<file path="src/rtl/trak_pkg.sv">
// Shared constants for the trackball decoder: trakdata bit positions,
// axis indices and the default counter width.
package trak_pkg;

    localparam int unsigned CNT_W_DFLT = 4;

    localparam int unsigned TRAK_XDIR = 3;
    localparam int unsigned TRAK_XTGL = 2;
    localparam int unsigned TRAK_YDIR = 1;
    localparam int unsigned TRAK_YTGL = 0;

    localparam int unsigned AX_X = 1;
    localparam int unsigned AX_Y = 0;

endpackage

</file>
<file path="src/rtl/trak_axis.sv">
// One trackball axis: resynchronise and deglitch the direction/toggle pair,
// detect toggle edges and keep a wrapping step counter plus direction flag.
module trak_axis #(
    parameter int unsigned CNT_W = 4,
    parameter int unsigned FILT  = 2
) (
    input  logic             clk_sys,
    input  logic             reset,
    input  logic             i_dir,
    input  logic             i_tgl,
    input  logic             i_flip,
    input  logic             i_clr,
    output logic [CNT_W-1:0] o_cnt,
    output logic             o_dir,
    output logic             o_step
);

    // Bit 1 carries direction, bit 0 carries toggle through sync and filter.
    logic [1:0]       r_sync1;
    logic [1:0]       r_sync2;
    logic [1:0]       w_filt;
    logic             r_tgl_prev;
    logic [CNT_W-1:0] r_cnt;
    logic             r_dir;
    logic             r_step;
    logic             w_edge;
    logic             w_step_dir;

    always_ff @(posedge clk_sys or posedge reset) begin
        if (reset) begin
            r_sync1 <= '0;
            r_sync2 <= '0;
        end else begin
            r_sync1 <= {i_dir, i_tgl};
            r_sync2 <= r_sync1;
        end
    end

    generate
        if (FILT == 0) begin : g_nofilt
            assign w_filt = r_sync2;
        end else begin : g_filt
            localparam int unsigned FC_W = (FILT > 1) ? $clog2(FILT) : 1;
            logic [1:0]      r_filt;
            logic [FC_W-1:0] r_fcnt [2];

            // A bit is accepted only after differing for FILT consecutive cycles.
            always_ff @(posedge clk_sys or posedge reset) begin
                if (reset) begin
                    r_filt <= '0;
                    for (int unsigned b = 0; b < 2; b++) begin
                        r_fcnt[b] <= '0;
                    end
                end else begin
                    for (int unsigned b = 0; b < 2; b++) begin
                        if (r_sync2[b] == r_filt[b]) begin
                            r_fcnt[b] <= '0;
                        end else if (r_fcnt[b] == FC_W'(FILT - 1)) begin
                            r_filt[b] <= r_sync2[b];
                            r_fcnt[b] <= '0;
                        end else begin
                            r_fcnt[b] <= r_fcnt[b] + FC_W'(1);
                        end
                    end
                end
            end

            assign w_filt = r_filt;
        end
    endgenerate

    assign w_edge     = w_filt[0] ^ r_tgl_prev;
    assign w_step_dir = w_filt[1] ^ i_flip;

    always_ff @(posedge clk_sys or posedge reset) begin
        if (reset) begin
            r_tgl_prev <= 1'b0;
            r_cnt      <= '0;
            r_dir      <= 1'b0;
            r_step     <= 1'b0;
        end else begin
            r_tgl_prev <= w_filt[0];
            r_step     <= w_edge;
            if (w_edge) begin
                r_dir <= w_step_dir;
            end
            if (i_clr) begin
                r_cnt <= '0;
            end else if (w_edge) begin
                r_cnt <= w_step_dir ? r_cnt - CNT_W'(1) : r_cnt + CNT_W'(1);
            end
        end
    end

    assign o_cnt  = r_cnt;
    assign o_dir  = r_dir;
    assign o_step = r_step;

endmodule

</file>
<file path="src/rtl/trak_decoder.sv">
// Trackball decoder top: two independent axis decoders, shared clear,
// and the combinational byte read mux seen by the game CPU.
module trak_decoder
    import trak_pkg::*;
#(
    parameter int unsigned CNT_W = CNT_W_DFLT,
    parameter int unsigned FILT  = 2
) (
    input  logic             clk_sys,
    input  logic             reset,
    input  logic [3:0]       trak_i,
    input  logic             flip_i,
    input  logic             clr_i,
    input  logic             sel_i,
    output logic [7:0]       rd_o,
    output logic [CNT_W-1:0] cnt_x_o,
    output logic [CNT_W-1:0] cnt_y_o,
    output logic             dir_x_o,
    output logic             dir_y_o,
    output logic [1:0]       step_o
);

    logic w_step_x;
    logic w_step_y;

    trak_axis #(.CNT_W(CNT_W), .FILT(FILT)) u_axis_x (
        .clk_sys (clk_sys),
        .reset   (reset),
        .i_dir   (trak_i[TRAK_XDIR]),
        .i_tgl   (trak_i[TRAK_XTGL]),
        .i_flip  (flip_i),
        .i_clr   (clr_i),
        .o_cnt   (cnt_x_o),
        .o_dir   (dir_x_o),
        .o_step  (w_step_x)
    );

    trak_axis #(.CNT_W(CNT_W), .FILT(FILT)) u_axis_y (
        .clk_sys (clk_sys),
        .reset   (reset),
        .i_dir   (trak_i[TRAK_YDIR]),
        .i_tgl   (trak_i[TRAK_YTGL]),
        .i_flip  (flip_i),
        .i_clr   (clr_i),
        .o_cnt   (cnt_y_o),
        .o_dir   (dir_y_o),
        .o_step  (w_step_y)
    );

    assign step_o[AX_X] = w_step_x;
    assign step_o[AX_Y] = w_step_y;

    always_comb begin
        rd_o = sel_i ? {dir_y_o, 7'(cnt_y_o)} : {dir_x_o, 7'(cnt_x_o)};
    end

endmodule

</file>
<file path="config.mk">
export PLATFORM = sky130hd
export DESIGN_NAME = trak_decoder
export DESIGN_NICKNAME = d
export VERILOG_FILES = /design/src/rtl/trak_pkg.sv /design/src/rtl/trak_axis.sv /design/src/rtl/trak_decoder.sv
export SDC_FILE = /design/constraint.sdc
export NUM_CORES = 1
export LEC_CHECK = 0
export BUFFER_PORTS_ARGS = -buffer_cell sky130_fd_sc_hd__buf_4
export CAP_MARGIN = 15
export CELL_PAD_IN_SITES_DETAIL_PLACEMENT = 1
export CELL_PAD_IN_SITES_GLOBAL_PLACEMENT = 2
export CORE_MARGIN = 3
export CORE_UTILIZATION = 37
export DETAILED_ROUTE_END_ITERATION = 7
export PLACE_DENSITY = 0.79
export SYNTH_ARGS = -nofsm -noshare
export SYNTH_HDL_FRONTEND = slang
export SYNTH_SLANG_ARGS = --single-unit
</file>
<file path="constraint.sdc">
create_clock -name clk_sys -period 5.3 [get_ports clk_sys]
set_clock_uncertainty 0.05 [all_clocks]
set_input_delay 1.06 -clock clk_sys [delete_from_list [all_inputs] [get_ports clk_sys]]
set_output_delay 1.06 -clock clk_sys [all_outputs]
set_load 0.05 [all_outputs]
</file>
==> impl_metrics.ini, run 1 <==
[run_status]
status = finished clean

[drt]
wl_met2_um = 1160
routed_wl_um = 2420
antenna_left = 0
top_layer_used = met4
vias = 822
drc_errors = 0
drt-initial-drc-count = 33
wl_met3_um = 144
vias_per_cell = 4.49
drt_first_pass_iters = 4
wl_per_cell_um = 13.2
wl_met1_um = 1060

[worst_setup_path]
cp-startpoint = sel_i
reg2reg_to = u_axis_y.o_cnt[3]
end_kind = output port
crit_path_frequent_cell = buf_4
cp_slowest_stage_delay_ns = 0.34
worstSetupPathType = input port to output port
worstPathArrival_ns = 1.72
rr_startpoint = u_axis_y.g_filt.r_filt[1]
crit_slowest_cell = mux2_2
worstPathRequired_ns = 4.19
crit_chain = buf_4, mux2_2, buf_4
startpoint_type = input port
endpoint = rd_o[7]
r2r_slack_ns = 2.99
worst-r2r-cell-count = 7
cp_max_fo = 7

[synthesis]
yosys.area_share.simple = 0.0799
ys_warn_count = 0
ys_ff_latch = 30
synth_compound_area_frac = 0.0489
ys_types = 26
synth_top_family_by_area = multiplexers
post_synth.cell_area_avg_um2 = 12.3
synthCells = 108
synthAdderAreaFrac = 0.0677
synth_xor_area_frac = 0.0771
synthMuxAreaShare = 0.106
ys_seq_area_frac = 0.564
syn_area_mm2 = 0.00133

[timing]
fin_crit_sh = 0.534
tightest_slew_ns = 0.503
max_freq_mhz = 353
maxSlewHeadroom = 0.665
finalSetupViolations = 0
fin_setup_tns_ns = 0
timing.final.ws_setup_ns = 2.47
drv_slew = 0
finalHoldViolations = 0
rsz0062_at_grt = no
min_period_ns = 2.83

[floorplan]
start_util = 0.393
num_rows = 21
die_x_um = 66.0
ios = 29
die_h_um = 66.0
die-area_mm2 = 0.00435
core_mm2 = 0.00339

[cts]
cts_tree = done
clk_pin_slew_worst_paths_ns = 0.08
cts_buffer_depth = 2
post_cts_buffers = 0
clk-insertion-delay-late_ns = 0.33
cts_buffers = 5
cts.sinks = 30
htreeDepth = 2
ctsHoldBuffers = 0
ctsRootBufferMaster = clkbuf_4
ctsResizeCount = 0

[placement]
dp.cells = 174
gp_congestion = 0.774
hpwlAfterDp_um = 1770
io_buffer_count = 25
place_area_mm2 = 0.00154
place_ws_ns = 2.30

[final_layout]
nets = 151
syn2layout_area_growth_pct = 22.2
stdcell_area_mm2 = 0.00163
fillers = 374
layout_common_cells = 30 x dfrtp_1, 25 x buf_4, 12 x nor2_1
layout_commonest_cell = dfrtp_1
drive_gt1_frac = 0.328
fin_cells = 183
diodes = 0

[global_route]
grt_use_total = 0.132
grt_max_degree = 31
first_global_vias = 854
antenna_found_initial = 0
grt_overflow = 0
grt_pass1_wl_um = 4060

[min_path]
hold_path_class = register to register

[job]
cap_violations = 0
cell usage after synthesis:
cell	number	share of area
a211oi_1	2	0.011
a21o_1	2	0.011
a21oi_1	2	0.0075
and2_1	1	0.0047
and2_2	1	0.0056
buf_1	1	0.0028
buf_4	5	0.028
clkbuf_1	1	0.0028
conb_1	1	0.0028
dfrtp_1	30	0.56
fa_1	2	0.030
ha_1	4	0.038
inv_1	7	0.020
mux2_1	1	0.0085
mux2_2	8	0.068
mux2i_1	4	0.030
nand2_1	5	0.014
nand2_2	1	0.0047
nor2_1	12	0.034
nor2b_1	2	0.0094
nor3_1	2	0.0075
o21a_1	2	0.011
o21ai_0	2	0.0075
xnor2_1	7	0.046
xor2_1	1	0.0066
xor2_2	2	0.024
flip-flops by register name (all words and copies together) (netlist names), 2 cells and up:
| signal | count |
|---|---|
| u_axis_x.g_filt.r_fcnt | 2 |
| u_axis_x.g_filt.r_filt | 2 |
| u_axis_x.o_cnt | 4 |
| u_axis_x.r_sync1 | 2 |
| u_axis_x.r_sync2 | 2 |
| u_axis_y.g_filt.r_fcnt | 2 |
| u_axis_y.g_filt.r_filt | 2 |
| u_axis_y.o_cnt | 4 |
| u_axis_y.r_sync1 | 2 |
| u_axis_y.r_sync2 | 2 |
worst min path at each step:
stage,cells past startpoint,end,slack [ns],start
after floorplan,0,u_axis_x.r_sync2[0],0.28,u_axis_x.r_sync1[0]
after global placement,0,u_axis_y.r_sync2[0],0.28,u_axis_y.r_sync1[0]
after detailed placement,0,u_axis_x.r_sync2[1],0.29,u_axis_x.r_sync1[1]
after CTS,0,u_axis_y.r_sync2[0],0.31,u_axis_y.r_sync1[0]
after global routing,0,u_axis_y.r_sync2[1],0.33,u_axis_y.r_sync1[1]
final,0,u_axis_y.r_sync2[0],0.30,u_axis_y.r_sync1[0]
logic make-up (layout without fill, tap and decap cells):
kind of cell             count (synthesis)  count (layout)
AND/OR/NAND/NOR                         24              24
other                                    1               3
multiplexers                            13              13
XOR/XNOR                                10              10
buffers and inverters                   14              41
flip-flops                              30              30
adder cells (fa/ha/maj)                  6               6
AO/OA/AOI/OAI                           10              10
routing by layer:
| layer | vias to the layer above | GRT usage |
|---|---|---|
| li1 | 393 | - |
| met1 | 398 | 0.153 |
| met2 | 24 | 0.208 |
| met3 | 7 | 0.0544 |
| met4 | 0 | 0.0685 |
| met5 | - | 0 |
critical path, delay by kind of cell:
family / cells / cell delay (ns)
muxes: 1 / 0.34
buffers and inverters: 2 / 0.31
stage by stage:
step | hold slack [ns] | utilization
2_1_floorplan | 0.281 | -
3_3_place_gp | 0.282 | 0.454
3_5_place_dp | 0.286 | 0.454
4_1_cts | 0.306 | 0.472
5_1_grt | 0.328 | 0.480
6_report | 0.304 | 0.480
area by class of cell:
type,instances,area (µm²),area share
Multi-Input combinational cell,66,517,0.318
Clock buffer,7,55.1,0.0338
Tap cell,46,57.6,0.0354
Inverter,7,26.3,0.0162
Sequential cell,30,751,0.462
Timing Repair Buffer,26,215,0.132
Clock inverter,1,5.00,0.00308
Power of run 1 is left out: the tool's default activity adds up to more than one toggle a clock period on the data nets, which glitch-free logic cannot reach.
==> run 2: changes to the inputs <==
--- a/config.mk
+++ b/config.mk
@@ -10,9 +10,9 @@
 export CELL_PAD_IN_SITES_DETAIL_PLACEMENT = 1
 export CELL_PAD_IN_SITES_GLOBAL_PLACEMENT = 2
 export CORE_MARGIN = 3
-export CORE_UTILIZATION = 37
+export CORE_UTILIZATION = 34
 export DETAILED_ROUTE_END_ITERATION = 7
-export PLACE_DENSITY = 0.79
+export PLACE_DENSITY = 0.73
 export SYNTH_ARGS = -nofsm -noshare
 export SYNTH_HDL_FRONTEND = slang
 export SYNTH_SLANG_ARGS = --single-unit
==> constraint.sdc (replaced) <==
create_clock -name clk_sys -period 2.7 [get_ports clk_sys]
set_clock_uncertainty 0.05 [all_clocks]
set_input_delay 0.54 -clock clk_sys [delete_from_list [all_inputs] [get_ports clk_sys]]
set_output_delay 0.54 -clock clk_sys [all_outputs]
set_load 0.05 [all_outputs]
==> impl_metrics.ini, run 2 (same netlist as run 1, synthesis figures left out) <==
[placement]
gp_congestion = 0.699
io_buffer_count = 25
dp.cells = 178
hpwlAfterDp_um = 1870

[cts]
clk-insertion-delay-late_ns = 0.28
clk_pin_slew_worst_paths_ns = 0.07
htreeDepth = 2
cts_buffers = 5
ctsRootBufferMaster = clkbuf_8
ctsResizeCount = 0
ctsHoldBuffers = 0
cts_buffer_depth = 2
cts.sinks = 30
cts_tree = done
post_cts_buffers = 0

[global_route]
first_global_vias = 868
antenna_found_initial = 0
grt_use_total = 0.129
grt_pass1_wl_um = 4190
grt_overflow = 0
grt_max_degree = 31

[pwr]
power.leakage_nw = 0.817
ir_drop_mv = 0.467
power_density_mw_per_mm2 = 1440

[drt]
vias_per_cell = 4.59
vias = 854
drt-initial-drc-count = 13
antenna_left = 0
routed_wl_um = 2580
wl_per_cell_um = 13.9
drt_first_pass_iters = 4
drc_errors = 0

[final_layout]
final-seq-area_um2 = 751
layout_commonest_cell = dfrtp_1
syn2layout_area_growth_pct = 25.2
multiInputGateArea_um2 = 517
nets = 152
diodes = 0
fillers = 409
drive_gt1_frac = 0.341
fin_cells = 186
layout_common_cells = 30 x dfrtp_1, 27 x buf_4, 12 x nor2_1

[timing]
finalHoldViolations = 0
fin_setup_tns_ns = 0
max_freq_mhz = 479
rsz0062_at_grt = no
drv_slew = 0
min_period_ns = 2.09
fin_crit_sh = 0.773
finalSetupViolations = 0

[floorplan]
core_mm2 = 0.00372
die_x_um = 68.6
ios = 29
num_rows = 22
start_util = 0.358
die_h_um = 68.6
die-area_mm2 = 0.00470

[worst_setup_path]
worst-path-buf-inv = 0
critPathTopFamily = multiplexers
worstSetupPathType = register to register
worstPathRequired_ns = 2.82
crit_slowest_cell = dfrtp_1
r2r_slack_ns = 0.61
rr_startpoint = u_axis_x.g_filt.r_filt[1]
reg2reg_to = u_axis_x.o_cnt[3]
startpoint_type = register
cp_max_fo = 4
crit_chain = xor2_1, ha_1, a21o_1, a21oi_1, mux2i_1, mux2_2
cp-startpoint = u_axis_x.g_filt.r_filt[1]
cp_slowest_stage_delay_ns = 0.41
worstPathArrival_ns = 2.21
end_kind = register
worst-r2r-cell-count = 6

[min_path]
hold_path_class = input port to async pin

[job]
cap_violations = 0

[run_status]
status = finished clean
-- run 2: cell types whose count changed in the layout (fill, tap and decap cells not counted), sizes merged --
cell    delta
clkbuf     +1
buf        +1
clkinv     -1
-- run 2: how the worst max path moves through the flow --
stage / end / slack [ns] / depth (start not counted)
3_5_place_dp: u_axis_x.o_cnt[3] / 0.34 / 7
3_3_place_gp: u_axis_x.o_cnt[3] / 0.32 / 7
6_report: u_axis_x.o_cnt[3] / 0.61 / 6
5_1_grt: u_axis_x.o_cnt[3] / 0.49 / 6
2_1_floorplan: rd_o[0] / 0.18 / 2
4_1_cts: u_axis_x.o_cnt[3] / 0.60 / 6
-- run 2: routing by layer --
metal / vias to the layer above / wire length (µm) / track usage
li1: 395 / - / -
met1: 423 / 1160 / 0.153
met2: 30 / 1170 / 0.197
met3: 6 / 200 / 0.0600
met4: 0 / 48 / 0.0596
met5: - / 0 / 0
-- run 2: power by group --
part	internal, mW	switching [mW]	total (mW)
Clock	0.257	0.168	0.425
Combinational	0.480	0.742	1.22
Sequential	0.610	0.150	0.760
Total	1.35	1.06	2.41
-- run 2: final cells by class --
type                    instances  area share
flip-flops and latches         30       0.450
inverters                       7      0.0158
multi-input cells              66       0.310
clock buffers                   8      0.0661
well taps                      48      0.0360
repair buffers                 27       0.122
-- run 2: worst register-to-register path, stage by stage, from the launching register on --
cell	delay, ns
dfrtp_1	0.41
xor2_1	0.31
ha_1	0.30
a21o_1	0.18
a21oi_1	0.18
mux2i_1	0.21
mux2_2	0.35
-- run 2: per-stage QoR --
| stage | setup slack, ns | hold slack (ns) | instance area [µm²] | util | total power [mW] |
|---|---|---|---|---|---|
| final | 0.612 | 0.284 | 1670 | 0.448 | 2.41 |
| after global routing | 0.488 | 0.299 | 1670 | 0.448 | 2.59 |
| after global placement | 0.322 | 0.282 | 1560 | 0.419 | 1.97 |
| after CTS | 0.596 | 0.298 | 1670 | 0.448 | 2.45 |
| after floorplan | 0.182 | 0.281 | 1340 | - | 1.70 |
| after detailed placement | 0.339 | 0.287 | 1560 | 0.419 | 2.01 |
(Power assumes the default switching activity.)
